## src/rtl/pair_issue_sched_pkg.sv

```systemverilog
// pair_issue_sched_pkg: opcode constants, FSM encoding and decode helpers shared by the pair scheduler
package pair_issue_sched_pkg;

  localparam logic [5:0] OP_RTYPE = 6'h00;
  localparam logic [5:0] OP_J     = 6'h02;
  localparam logic [5:0] OP_JAL   = 6'h03;
  localparam logic [5:0] OP_BEQ   = 6'h04;
  localparam logic [5:0] OP_BNE   = 6'h05;
  localparam logic [5:0] OP_LW    = 6'h23;
  localparam logic [5:0] OP_SW    = 6'h2B;
  localparam logic [5:0] FUNCT_JR = 6'h08;

  typedef enum logic {PAIR = 1'b0, SECOND = 1'b1} state_t;

  // Register written by an instruction; 0 means no write ($0 writes are discarded anyway).
  // Opcodes 0x08-0x0F are the immediate ALU group, which all write rt.
  function automatic logic [4:0] dest_of(input logic [31:0] i);
    logic [5:0] op;
    op = i[31:26];
    return (op == OP_RTYPE && i[5:0] != FUNCT_JR) ? i[15:11] :
           (op[5:3] == 3'b001 || op == OP_LW)      ? i[20:16] :
           (op == OP_JAL)                          ? 5'd31    : 5'd0;
  endfunction

  function automatic logic reads_rt(input logic [31:0] i);
    logic [5:0] op;
    op = i[31:26];
    return op == OP_RTYPE || op == OP_SW || op == OP_BEQ || op == OP_BNE;
  endfunction

  function automatic logic is_mem(input logic [31:0] i);
    return i[31:26] == OP_LW || i[31:26] == OP_SW;
  endfunction

endpackage

```

## src/rtl/pair_issue_sched_hazard_detect.sv

```systemverilog
// pair_hazard_detect: combinational intra-pair conflict reasons for a fetched instruction pair
// Ports: instr_1/instr_2 in (older/younger instruction); raw, waw, bothmem out (conflict reasons).
module pair_hazard_detect
  import pair_issue_sched_pkg::*;
(
  input  logic [31:0] instr_1,
  input  logic [31:0] instr_2,
  output logic        raw,
  output logic        waw,
  output logic        bothmem
);
  logic [4:0] dest_1, dest_2, rs_2, rt_2;
  always_comb begin
    dest_1  = dest_of(instr_1);
    dest_2  = dest_of(instr_2);
    rs_2    = instr_2[25:21];
    rt_2    = instr_2[20:16];
    // rs is treated as always read; rt only for formats that actually source it.
    raw     = dest_1 != 5'd0 && (dest_1 == rs_2 || (reads_rt(instr_2) && dest_1 == rt_2));
    waw     = dest_1 != 5'd0 && dest_1 == dest_2;
    bothmem = is_mem(instr_1) && is_mem(instr_2);
  end
endmodule

```

## src/rtl/pair_issue_sched.sv

```systemverilog
// pair_issue_sched: dual-issue pair scheduler splitting conflicting pairs over two cycles
// Ports: clk, rst (async active-low); fetch side pair_valid, instr_1/2, pc_1, flush_second;
// control stall_in, squash; hold (comb PC freeze); registered issue slots A/B; split_active, split_count.
module pair_issue_sched
  import pair_issue_sched_pkg::*;
#(
  parameter int AW = 10,
  parameter int DW = 32,
  parameter int CW = 16
) (
  input  logic          clk,
  input  logic          rst,
  input  logic          pair_valid,
  input  logic [DW-1:0] instr_1,
  input  logic [DW-1:0] instr_2,
  input  logic [AW-1:0] pc_1,
  input  logic          flush_second,
  input  logic          stall_in,
  input  logic          squash,
  output logic          hold,
  output logic          issue_valid_a,
  output logic [DW-1:0] issue_instr_a,
  output logic [AW-1:0] issue_pc_a,
  output logic          issue_valid_b,
  output logic [DW-1:0] issue_instr_b,
  output logic [AW-1:0] issue_pc_b,
  output logic          split_active,
  output logic [CW-1:0] split_count
);
  state_t        state;
  logic [DW-1:0] buf_instr;
  logic [AW-1:0] buf_pc;
  logic [AW-1:0] pc_2;
  logic          raw, waw, bothmem, conflict;

  pair_hazard_detect u_hazard (
    .instr_1 (instr_1[31:0]),
    .instr_2 (instr_2[31:0]),
    .raw     (raw),
    .waw     (waw),
    .bothmem (bothmem)
  );

  assign pc_2         = pc_1 + AW'(1);
  assign conflict     = pair_valid & ~flush_second & (raw | waw | bothmem);
  // Conflict only matters in PAIR; in SECOND the re-presented pair is ignored.
  assign hold         = ~squash & (stall_in | (state == PAIR & conflict));
  assign split_active = state == SECOND;

  always_ff @(posedge clk or negedge rst) begin
    if (!rst) begin
      state         <= PAIR;
      buf_instr     <= '0;
      buf_pc        <= '0;
      split_count   <= '0;
      issue_valid_a <= 1'b0;
      issue_instr_a <= '0;
      issue_pc_a    <= '0;
      issue_valid_b <= 1'b0;
      issue_instr_b <= '0;
      issue_pc_b    <= '0;
    end else if (squash) begin
      state         <= PAIR;
      buf_instr     <= '0;
      buf_pc        <= '0;
      issue_valid_a <= 1'b0;
      issue_valid_b <= 1'b0;
    end else if (!stall_in) begin
      if (state == SECOND) begin
        state         <= PAIR;
        issue_valid_a <= 1'b1;
        issue_instr_a <= buf_instr;
        issue_pc_a    <= buf_pc;
        issue_valid_b <= 1'b0;
      end else begin
        issue_valid_a <= pair_valid;
        issue_instr_a <= instr_1;
        issue_pc_a    <= pc_1;
        issue_valid_b <= pair_valid & ~flush_second & ~conflict;
        issue_instr_b <= instr_2;
        issue_pc_b    <= pc_2;
        if (conflict) begin
          state       <= SECOND;
          buf_instr   <= instr_2;
          buf_pc      <= pc_2;
          split_count <= (&split_count) ? split_count : split_count + CW'(1);
        end
      end
    end
  end
endmodule

```

## config.mk

```make
export PLATFORM = sky130hd
export DESIGN_NAME = pair_issue_sched
export DESIGN_NICKNAME = d
export VERILOG_FILES = /design/src/rtl/pair_issue_sched_pkg.sv /design/src/rtl/pair_issue_sched_hazard_detect.sv /design/src/rtl/pair_issue_sched.sv
export SDC_FILE = /design/constraint.sdc
export NUM_CORES = 1
export LEC_CHECK = 0
export ABC_CLOCK_PERIOD_IN_PS = 7800
export CAP_MARGIN = 25
export CORE_ASPECT_RATIO = 0.9
export CORE_MARGIN = 5
export CORE_UTILIZATION = 53
export CTS_CLUSTER_SIZE = 28
export DETAILED_ROUTE_END_ITERATION = 12
export PLACE_DENSITY = 0.94
export SLEW_MARGIN = 30
export SYNTH_ARGS = -nofsm -noshare
export SYNTH_HDL_FRONTEND = slang
export SYNTH_SLANG_ARGS = --single-unit
```

## constraint.sdc

```tcl
create_clock -name clk -period 7.8 [get_ports clk]
set_clock_uncertainty 0.15 [all_clocks]
set_input_delay 1.56 -clock clk [delete_from_list [all_inputs] [get_ports clk]]
set_output_delay 1.56 -clock clk [all_outputs]
set_load 0.005 [all_outputs]
```

; ---- Yosys cells after proc, flatten, opt, wreduce, memory -nomap -nowiden
; Index checks and enable logic that the tools add are counted.
[word_totals]
register_bits = 145
latch_bits = 0
mem_bits_rw = 0
rom_bits = 0
in_bits = 80
out_inout_bits = 104
word_cells = 92
mem_count = 0
[classes]
addsub = 2
multipliers = 0
div = 0
magnitude_cmp = 0
n_eq_ne = 17
shift = 0
muxes = 26
bitwise_logic = 14
n_reduce_logical = 23
[ops]
columns = operator, n
row1 = 32-bit 2-to-1 mux, 5
row2 = 10-bit 2-to-1 mux, 5
row3 = 5-bit 2-to-1 mux, 6
row4 = 6-bit == test (second input constant), 4
row5 = 16-bit by 1-bit adder with 16-bit output (second input constant), 1
row6 = 16-bit AND reduction, 1
row7 = 5-bit == test, 3
row8 = 6-bit by 2-bit == test with 1-bit output (second input constant), 2
row9 = 6-bit by 3-bit == test with 1-bit output (second input constant), 2
row10 = 6-bit zero test, 2
row11 = 6-bit by 4-bit != test with 1-bit output (second input constant), 2
row12 = 10-bit by 1-bit adder with 10-bit output (second input constant), 1
row13 = 1-bit 2-to-1 mux, 10
row14 = 1-bit logical OR, 8
row15 = 3-bit by 1-bit == test with 1-bit output (second input constant), 2
row16 = 1-bit logical AND, 6
row17 = 1-bit inverter, 6
row18 = 3-bit AND reduction, 2
row19 = 1-bit AND, 5
row20 = 5-bit AND reduction, 1
row21 = 5-bit nonzero test, 1
row22 = 1-bit bitwise OR, 3
row23 = 2-bit by 1-bit != test with 1-bit output (second input constant), 1
row24 = 2-bit != test (second input constant), 1
row25 = other kinds (2), 2

; ---- Longest topological paths before layout
; Gate-level depths: netlist of the first run.
[logic_depth]
ltp_word = 16
mapped_depth = 12
mapped_depth_nobuf = 9

; ---- Modules after synthesis
; A second synthesis of the first run with hierarchy kept.
[unflattened]
cells_unflattened = 578
area_unflattened_um2 = 6722.7
[by_module_without_submodules]
columns = mod, instances, cells_per_inst, area_per_inst_um2, seq_area_each_um2
row1 = pair_issue_sched, 1, 493, 6104.6, 3628.5
row2 = pair_hazard_detect, 1, 85, 618.1, 0.0

; ---- Worst setup path before layout of the first run
; Ideal clock, no wire load.
[synth_path]
path_type = input -> output
startpoint = input instr_1[30]
endpoint = output hold
arrival_ns = 3.762
required_ns = 6.090
setup_slack_ns = 2.328
stages = 10
n_path_buf = 2
cell_sequence = buf_2 or4_4 a211oi_2 a222oi_1 xnor2_1 nor4_1 a21oi_1 o211a_1 clkbuf_1 a21oi_1
[synth_via]
elab_chain_len = 14
elab_cells_between_ends = 26
cone_classes = eq/ne: 7 / mux: 3 / bitwise: 6 / reduce/logical: 10
[synth_rtl]
columns = element, line
row1 = "start, declared", pair_issue_sched.sv:14  ; input logic [DW-1:0] instr_1,
row2 = 6-bit by 2-bit == test with 1-bit output (tied with other cells), pair_issue_sched_pkg.sv:22  ; (op == OP_JAL) ? 5'd31 : 5'd0;
row3 = 5-bit 2-to-1 mux / 1-bit logical OR (equally long branches), "pair_issue_sched_pkg.sv:22, pair_issue_sched_pkg.sv:21"
row4 = 5-bit 2-to-1 mux, pair_issue_sched_pkg.sv:21  ; (op[5:3] == 3'b001 || op == OP_LW) ? i[20:16] :
row5 = 5-bit 2-to-1 mux, pair_issue_sched_pkg.sv:20  ; return (op == OP_RTYPE && i[5:0] != FUNCT_JR) ? i[15:11] :
row6 = 5-bit == test, pair_issue_sched_hazard_detect.sv:19  ; raw = dest_1 != 5'd0 && (dest_1 == rs_2 || (reads_rt(instr_2) && dest_1 == rt_2));
row7 = 1-bit logical AND, pair_issue_sched_hazard_detect.sv:19
row8 = 1-bit logical OR, pair_issue_sched_hazard_detect.sv:19
row9 = 1-bit logical AND, pair_issue_sched_hazard_detect.sv:19
row10 = 1-bit bitwise OR, pair_issue_sched.sv:45  ; assign conflict = pair_valid & ~flush_second & (raw | waw | bothmem);
row11 = 1-bit bitwise OR (*), pair_issue_sched.sv:45
row12 = 1-bit AND (*), pair_issue_sched.sv:45
row13 = 1-bit AND (*), pair_issue_sched.sv:47  ; assign hold = ~squash & (stall_in | (state == PAIR & conflict));
row14 = 1-bit bitwise OR (*), pair_issue_sched.sv:47
row15 = 1-bit AND (*), pair_issue_sched.sv:47
row16 = "end, declared", pair_issue_sched.sv:20  ; output logic hold,
; Mark *: on every way between the ends. The rest lies on a longest branch, timed or not.

; ---- Worst setup path in the final report of the first run
[layout_path]
startpoint = input instr_1[2]
endpoint = output hold
[layout_via]
elab_chain_len = 13
elab_cells_between_ends = 17
cone_classes = eq/ne: 4 / mux: 1 / bitwise: 6 / reduce/logical: 6
[layout_rtl]
columns = element, line
row1 = 6-bit by 4-bit != test with 1-bit output (*), pair_issue_sched_pkg.sv:20
row2 = 1-bit logical AND (*), pair_issue_sched_pkg.sv:20
row3 = 5-bit 2-to-1 mux (*), pair_issue_sched_pkg.sv:20
row4 = 5-bit == test, pair_issue_sched_hazard_detect.sv:19
row5 = 1-bit logical AND, pair_issue_sched_hazard_detect.sv:19
row6 = 1-bit logical OR, pair_issue_sched_hazard_detect.sv:19
row7 = 1-bit logical AND, pair_issue_sched_hazard_detect.sv:19
row8 = 1-bit bitwise OR (*) (2 in a row), pair_issue_sched.sv:45
row9 = 1-bit AND (*), pair_issue_sched.sv:45
row10 = 1-bit AND (*), pair_issue_sched.sv:47
row11 = 1-bit bitwise OR (*), pair_issue_sched.sv:47
row12 = 1-bit AND (*), pair_issue_sched.sv:47
; Marks and branches as above.

==> out/qor.yml, run 1 <==
run_status:
  outcome: "finished clean"
place:
  io_buffers: 183
  hpwlAfterDp_um: 14810
  dp.cells: 1060
  dpl_worst_slack_ns: 1.212
  gp_congestion: 0.8780
drt:
  route.detailed.drc: 0
  vias: 6109
  first_pass_iters: 8
  drtAntennaViolNets: 0
  wl_um: 20800
  route.detailed.wl_per_inst_um: 19.05
  drtIter0Drc: 515
  viasPerCell: 5.594
clock_tree:
  cts_tree: "built"
  cts_buffers: 17
  clockRootBuffer: "clkbuf_16"
  holdBufCountCts: 0
  clock_sink_count: 145
  clk_pin_slew_worst_paths_ns: 0.06
  post-cts-setup-buffers: 0
  post_cts_resize_count: 0
  clkLatencyLatePin_ns: 0.41
  cts.path.max_buffers: 2
  h-tree-depth: 4
global_routing:
  use_met1: 0.3780
  grt.met2_usage: 0.4004
  antenna_found_initial: 0
  grt_pass1_vias: 6271
  grt_pass1_wl_um: 33680
  grt.busiest_layer: "met2"
  grt_usage: 0.2675
  grt_max_degree: 85
  grt.overflow.total: 0
  use_met3: 0.08108
sta:
  slew_headroom: 0.4372
  hold_viol: 0
  period_share: 0.8542
  final-max-slew-violation-count: 0
  max_freq_mhz: 150.1
  setup_viol: 0
  setup_slack_ns: 1.137
  fin_tns_setup_ns: 0
  period_needed_ns: 6.663
  worstMarginPinSlew_ns: 0.8441
  rsz0062_at_grt: "no"
synth:
  synth_area_sq_mm: 0.007043
  synthTopCellsByArea: "dfrtp_1, o21ai_0, mux2i_1, nand2_1, nor2b_1"
  synth_top_cell_by_area: "dfrtp_1"
  synth_commonest_cells: "o21ai_0, dfrtp_1, nand2_1, mux2i_1, clkbuf_1"
  synth_top_area_frac: 0.5152
  ys_warn_count: 0
  synth-main-ff-cell: "dfrtp_1"
  yosysMostFrequentCell: "o21ai_0"
  synth-seq-cells: 145
  synth_edf_count: 0
  async_flop_share: 1.000
  synthCells: 745
  synth_nets: 827
  ys_types: 53
  yosysSeqAreaShare: 0.5152
  syn_avg_cell_area_sq_um: 9.454
layout:
  fillCellCount: 971
  layout-drive-gt1-share: 0.06277
  fin_nets: 993
  final_cell_count_no_fill: 1092
  area_growth_pct: 36.03
  antenna_cells: 0
job:
  maxCapViolCount: 0
min_path:
  holdPathStages: 2
  min_to: "issue_instr_a[7]$_DFFE_PN0P_"
  min_from: "issue_instr_a[7]$_DFFE_PN0P_"
  min_path_type: "register to register"
power:
  leakagePower_nw: 4.110
  power_density_mw_per_mm2: 206.7
  worst_ir_drop_vdd_mv: 0.1420
setup_path:
  worstPathArrival_ns: 4.95
  critPathSlowestCell: "a222oi_1"
  cpPeakStageDelay_ns: 0.77
  r2r_start: "split_active$_DFFE_PN0P_"
  rr_worst_depth: 6
  crit_family: "compound AO/OA/AOI/OAI gates"
  worstReg2RegEnd: "split_count[1]$_DFFE_PN0P_"
  required_ns: 6.09
  crit_cells: 10
  critical_path.max_fanout: 4
  critPathBufInv: 2
  cp_cell_sequence: "clkdlybuf4s50_1, nor4b_4, a211oi_2, a222oi_1, xnor2_1, nor3_1, a21oi_1, o211a_1, a21oi_1, clkdlybuf4s50_1"
  critPathCaptureType: "output pin"
  ff2ff_setup_slack_ns: 4.74
  critPathKind: "primary input to output pin"
  startpoint_type: "primary input"
die:
  start_util: 0.5330
  die_w_um: 131.5
  die_h_um: 119.4
  coreArea_sq_mm: 0.01321
  row_count: 40
  ioPinCount: 184
  die-area_sq_mm: 0.01570
## power by group
part	total (mW)	leakage, nW	switching [mW]	internal [mW]
Sequential	0.847	1.88	0.0347	0.812
Combinational	0.321	1.96	0.145	0.176
Clock	0.812	0.271	0.329	0.483
Total	1.98	4.11	0.509	1.47
## routing by layer
metal  vias up  wire length [um]  part of all wire
met2       256              9277              0.45
met3        30              1839             0.088
met5         -                 0                 0
met4         0               416             0.020
met1      2920              9265              0.45
li1       2903                 -                 -
## metrics by stage
step | util | hold WS [ns] | total power, mW | area, sq um
finish | 0.7251 | 0.3254 | 1.980 | 9580
detailed placement | 0.6795 | 0.3191 | 1.181 | 8979
floorplan | - | 0.3197 | 0.9577 | 7043
CTS | 0.7247 | 0.3338 | 1.994 | 9575
global placement | 0.6795 | 0.3108 | 1.171 | 8979
global route | 0.7251 | 0.3541 | 2.063 | 9580
## layout by cell type, fill, tap and decap left out, types with 8 or more instances in the layout
cell,n
dfrtp_1,144
inv_1,34
buf_4,8
clkbuf_16,17
nor3_1,10
xor2_1,21
nand2b_1,16
xnor2_1,15
and3_1,8
nand2_1,107
nand3_1,14
nor2b_1,36
nor2_1,14
mux2i_1,42
clkdlybuf4s50_1,182
o21ai_0,151
## worst reg2reg max path, cell delays in order, from the launching register on
cell and delay (ns):
dfrtp_2 0.38, buf_4 0.36, nor2_1 0.67, nand2_1 0.17
a311o_1 0.59, nor2_1 0.28, mux2_2 0.35
## registers in the layout, indices dropped and copies added (netlist names)
name	cells
buf_instr	32
issue_instr_a	32
issue_instr_b	32
split_count	16
buf_pc	10
issue_pc_a	10
issue_pc_b	10
issue_valid_a	1
issue_valid_b	1
split_active	1
## layout make-up
class	count	area [sq um]	area share
Clock buffer	18	439.2	0.04584
Inverter	34	127.6	0.01332
Sequential cell	145	3630	0.3789
Multi-Input combinational cell	522	3123	0.3260
Clock inverter	14	157.7	0.01646
Tap cell	168	210.2	0.02194
Timing Repair Buffer	191	1893	0.1976
## worst max path at each step
stage	startpoint	to	slack [ns]
after floorplan	instr_1[30]	hold	2.33
after global placement	instr_1[2]	hold	1.25
after detailed placement	instr_1[2]	hold	1.21
after CTS	instr_1[2]	hold	1.19
after global routing	instr_1[2]	hold	0.95
final	instr_1[2]	hold	1.14
## logic make-up (layout without fill, tap and decap cells)
family,after synthesis,in the layout,synth area share
AO/OA/AOI/OAI,193,193,0.1510
flip-flops,145,145,0.5152
AND/OR/NAND/NOR,248,248,0.1814
multiplexers,43,43,0.06129
XOR/XNOR,36,36,0.04477
buffers and inverters,78,257,0.04281
adder cells (fa/ha/maj),2,2,0.003552
(Power assumes the default switching activity.)
==> run 2: changes to the inputs <==
- CORE_UTILIZATION: 53 -> 50
- PLACE_DENSITY: 0.94 -> 0.9
- REMOVE_ABC_BUFFERS: unset -> 1
==> out/qor.yml, run 2 (synthesized netlist as in run 1, its figures left out) <==
run_status:
  outcome: "finished clean"  # unchanged
clock_tree:
  clkLatencyLatePin_ns: 0.42  # was 0.41 ns
  holdBufCountCts: 0  # unchanged
  cts_buffers: 17  # unchanged
  cts_tree: "built"  # unchanged
  post-cts-setup-buffers: 0  # unchanged
  clock_sink_count: 145  # unchanged
  clk_pin_slew_worst_paths_ns: 0.06  # about the same
  clockRootBuffer: "clkbuf_16"  # unchanged
  post_cts_resize_count: 0  # unchanged
  h-tree-depth: 4  # unchanged
  cts.path.max_buffers: 2  # unchanged
setup_path:
  critPathSlowestCell: "or4_4"  # was a222oi_1
  crit_family: "buffers and inverters"  # was compound AO/OA/AOI/OAI gates
  startpoint_type: "primary input"  # unchanged
  cpPeakStageDelay_ns: 0.62  # was 0.77 ns
  critical_path.max_fanout: 38  # was 4
  cp_cell_sequence: "clkdlybuf4s50_1, or4_4, a211oi_2, a222oi_1, xnor2_1, nor4_1, a21oi_1, o211a_1, buf_4, a21oi_1, clkdlybuf4s50_1"  # was clkdlybuf4s50_1, nor4b_4, a211oi_2, a222oi_1, xnor2_1, nor3_1, a21oi_1, o211a_1, a21oi_1, clkdlybuf4s50_1
  required_ns: 6.09  # about the same
  critPathKind: "primary input to output pin"  # unchanged
  critPathBufInv: 3  # was 2
  ff2ff_setup_slack_ns: 4.79  # was 4.74 ns
  worstPathArrival_ns: 5.20  # was 4.95 ns
  critPathCaptureType: "output pin"  # unchanged
place:
  gp_congestion: 0.8446  # was 0.8780
  io_buffers: 183  # unchanged
  dp.cells: 1084  # was 1060
  hpwlAfterDp_um: 13740  # was 14810 um
drt:
  viasPerCell: 5.456  # was 5.594
  route.detailed.drc: 0  # unchanged
  drtIter0Drc: 499  # was 515
  first_pass_iters: 5  # was 8
  drtAntennaViolNets: 0  # unchanged
  vias: 6089  # was 6109
  route.detailed.wl_per_inst_um: 17.78  # was 19.05 um
  wl_um: 19850  # was 20800 um
power:
  clkPwrFrac: 0.397  # was 0.410
  leakagePower_nw: 4.095  # was 4.110 nW
  p_total_mw: 1.928  # was 1.980 mW
  power_density_mw_per_mm2: 201.7  # was 206.7 mW/mm^2
  switchingPower_mw: 0.4951  # was 0.5094 mW
  worst_ir_drop_vdd_mv: 0.1304  # was 0.1420 mV
  p_int_mw: 1.433  # was 1.470 mW
  netSwitchingFraction: 0.2568  # was 0.2573
  share_comb_of_total_power: 0.164  # was 0.162
  seq_power_share: 0.439  # was 0.428
sta:
  period_share: 0.8860  # was 0.8542
  slew_headroom: 0.3656  # was 0.4372
  hold_slack_ns: 0.3234  # was 0.3254 ns
  final-max-slew-violation-count: 0  # unchanged
  worstMarginPinSlew_ns: 0.9516  # was 0.8441 ns
  period_needed_ns: 6.911  # was 6.663 ns
  rsz0062_at_grt: "no"  # unchanged
  setup_viol: 0  # unchanged
  hold_viol: 0  # unchanged
  max_freq_mhz: 144.7  # was 150.1 MHz
  fin_tns_setup_ns: 0  # unchanged
layout:
  antenna_cells: 0  # unchanged
  utilization: 0.6876  # was 0.7251
  regArea_sq_mm: 0.003630  # unchanged
  largestRegisters: "buf_instr: 32 flops, issue_instr_a: 32 flops, issue_instr_b: 32 flops"  # unchanged
  fillCellCount: 1054  # was 971
  final_cell_count_no_fill: 1116  # was 1092
  fin_nets: 992  # was 993
  multiInputGateArea_sq_mm: 0.003123  # unchanged
  area_growth_pct: 35.73  # was 36.03%
  final_common_cell: "clkdlybuf4s50_1"  # unchanged
  final_cell_mix: "clkdlybuf4s50_1, o21ai_0, dfrtp_1, nand2_1, mux2i_1"  # unchanged
  layout-drive-gt1-share: 0.06176  # was 0.06277
die:
  ioPinCount: 184  # unchanged
  row_count: 41  # was 40
  die_h_um: 122.6  # was 119.4 um
  start_util: 0.5066  # was 0.5330
  die_w_um: 135.1  # was 131.5 um
  die-area_sq_mm: 0.01656  # was 0.01570 sq mm
  coreArea_sq_mm: 0.01390  # was 0.01321 sq mm
global_routing:
  grt_pass1_wl_um: 31860  # was 33680 um
  grt.overflow.total: 0  # unchanged
  grt_max_degree: 85  # unchanged
  antenna_found_initial: 0  # unchanged
  grt_pass1_vias: 5974  # was 6271
  grt_usage: 0.2442  # was 0.2675
job:
  maxCapViolCount: 0  # unchanged
min_path:
  min_path_type: "register to register"  # unchanged
[run 2: path summary, 6_finish.rpt]
| path | from | to | cells after the start |
|---|---|---|---|
| hold / removal | issue_instr_b[8]$_DFFE_PN0P_ | issue_instr_b[8]$_DFFE_PN0P_ | 2 |
| min in group asynchronous | rst | split_count[8]$_DFFE_PN0P_ | 1 |
| setup / recovery | instr_1[30] | hold | 11 |
| hold reg to reg | issue_instr_b[8]$_DFFE_PN0P_ | issue_instr_b[8]$_DFFE_PN0P_ | 2 |
| setup reg to reg | split_active$_DFFE_PN0P_ | split_count[1]$_DFFE_PN0P_ | 6 |
| max in group asynchronous | rst | split_active$_DFFE_PN0P_ | 2 |
[run 2: layout make-up]
type,count,area share
well taps,193,0.02526
clock buffers,19,0.04634
repair buffers,190,0.1967
clock inverters,13,0.01191
flip-flops and latches,145,0.3797
inverters,34,0.01335
multi-input cells,522,0.3267
[run 2: power by group through the flow]
stage          logic [mW]  registers (mW)  clock network, mW
2_1_floorplan      0.0858           0.863                  0
3_3_place_gp        0.311           0.857                  0
3_5_place_dp        0.317           0.859                  0
4_1_cts             0.319           0.846              0.778
5_1_grt             0.347           0.855              0.813
6_report            0.316           0.846              0.766
[run 2: through the flow]
| step | setup WS, ns | instance area [sq um] |
|---|---|---|
| finish | 0.8893 | 9559 |
| global route | 0.7112 | 9559 |
| CTS | 0.9192 | 9559 |
| detailed placement | 0.9271 | 9002 |
| global placement | 0.9657 | 8997 |
| floorplan | 2.314 | 6869 |
[run 2: worst register-to-register path: cells and delay by family (launching register included)]
kind                   cells  cell delay, ns
AND/OR/NAND/NOR            3            1.03
multiplexers               1            0.35
flip-flops                 1            0.41
AO/OA/AOI/OAI              1            0.56
buffers and inverters      1            0.38
[run 2: per-layer routing]
layer / routed length [um] / up-vias / track usage
met5: 0 / - / 0
met4: 279 / 0 / 0.06675
met3: 1373 / 24 / 0.06516
met2: 9341 / 215 / 0.3868
met1: 8850 / 2941 / 0.3351
li1: - / 2909 / -
==> run 3: changes to the inputs <==
- CTS_CLUSTER_SIZE: 28 -> 10
==> results of run 3 <==
No change in the layout: final DEF, timing and power equal those of run 2.
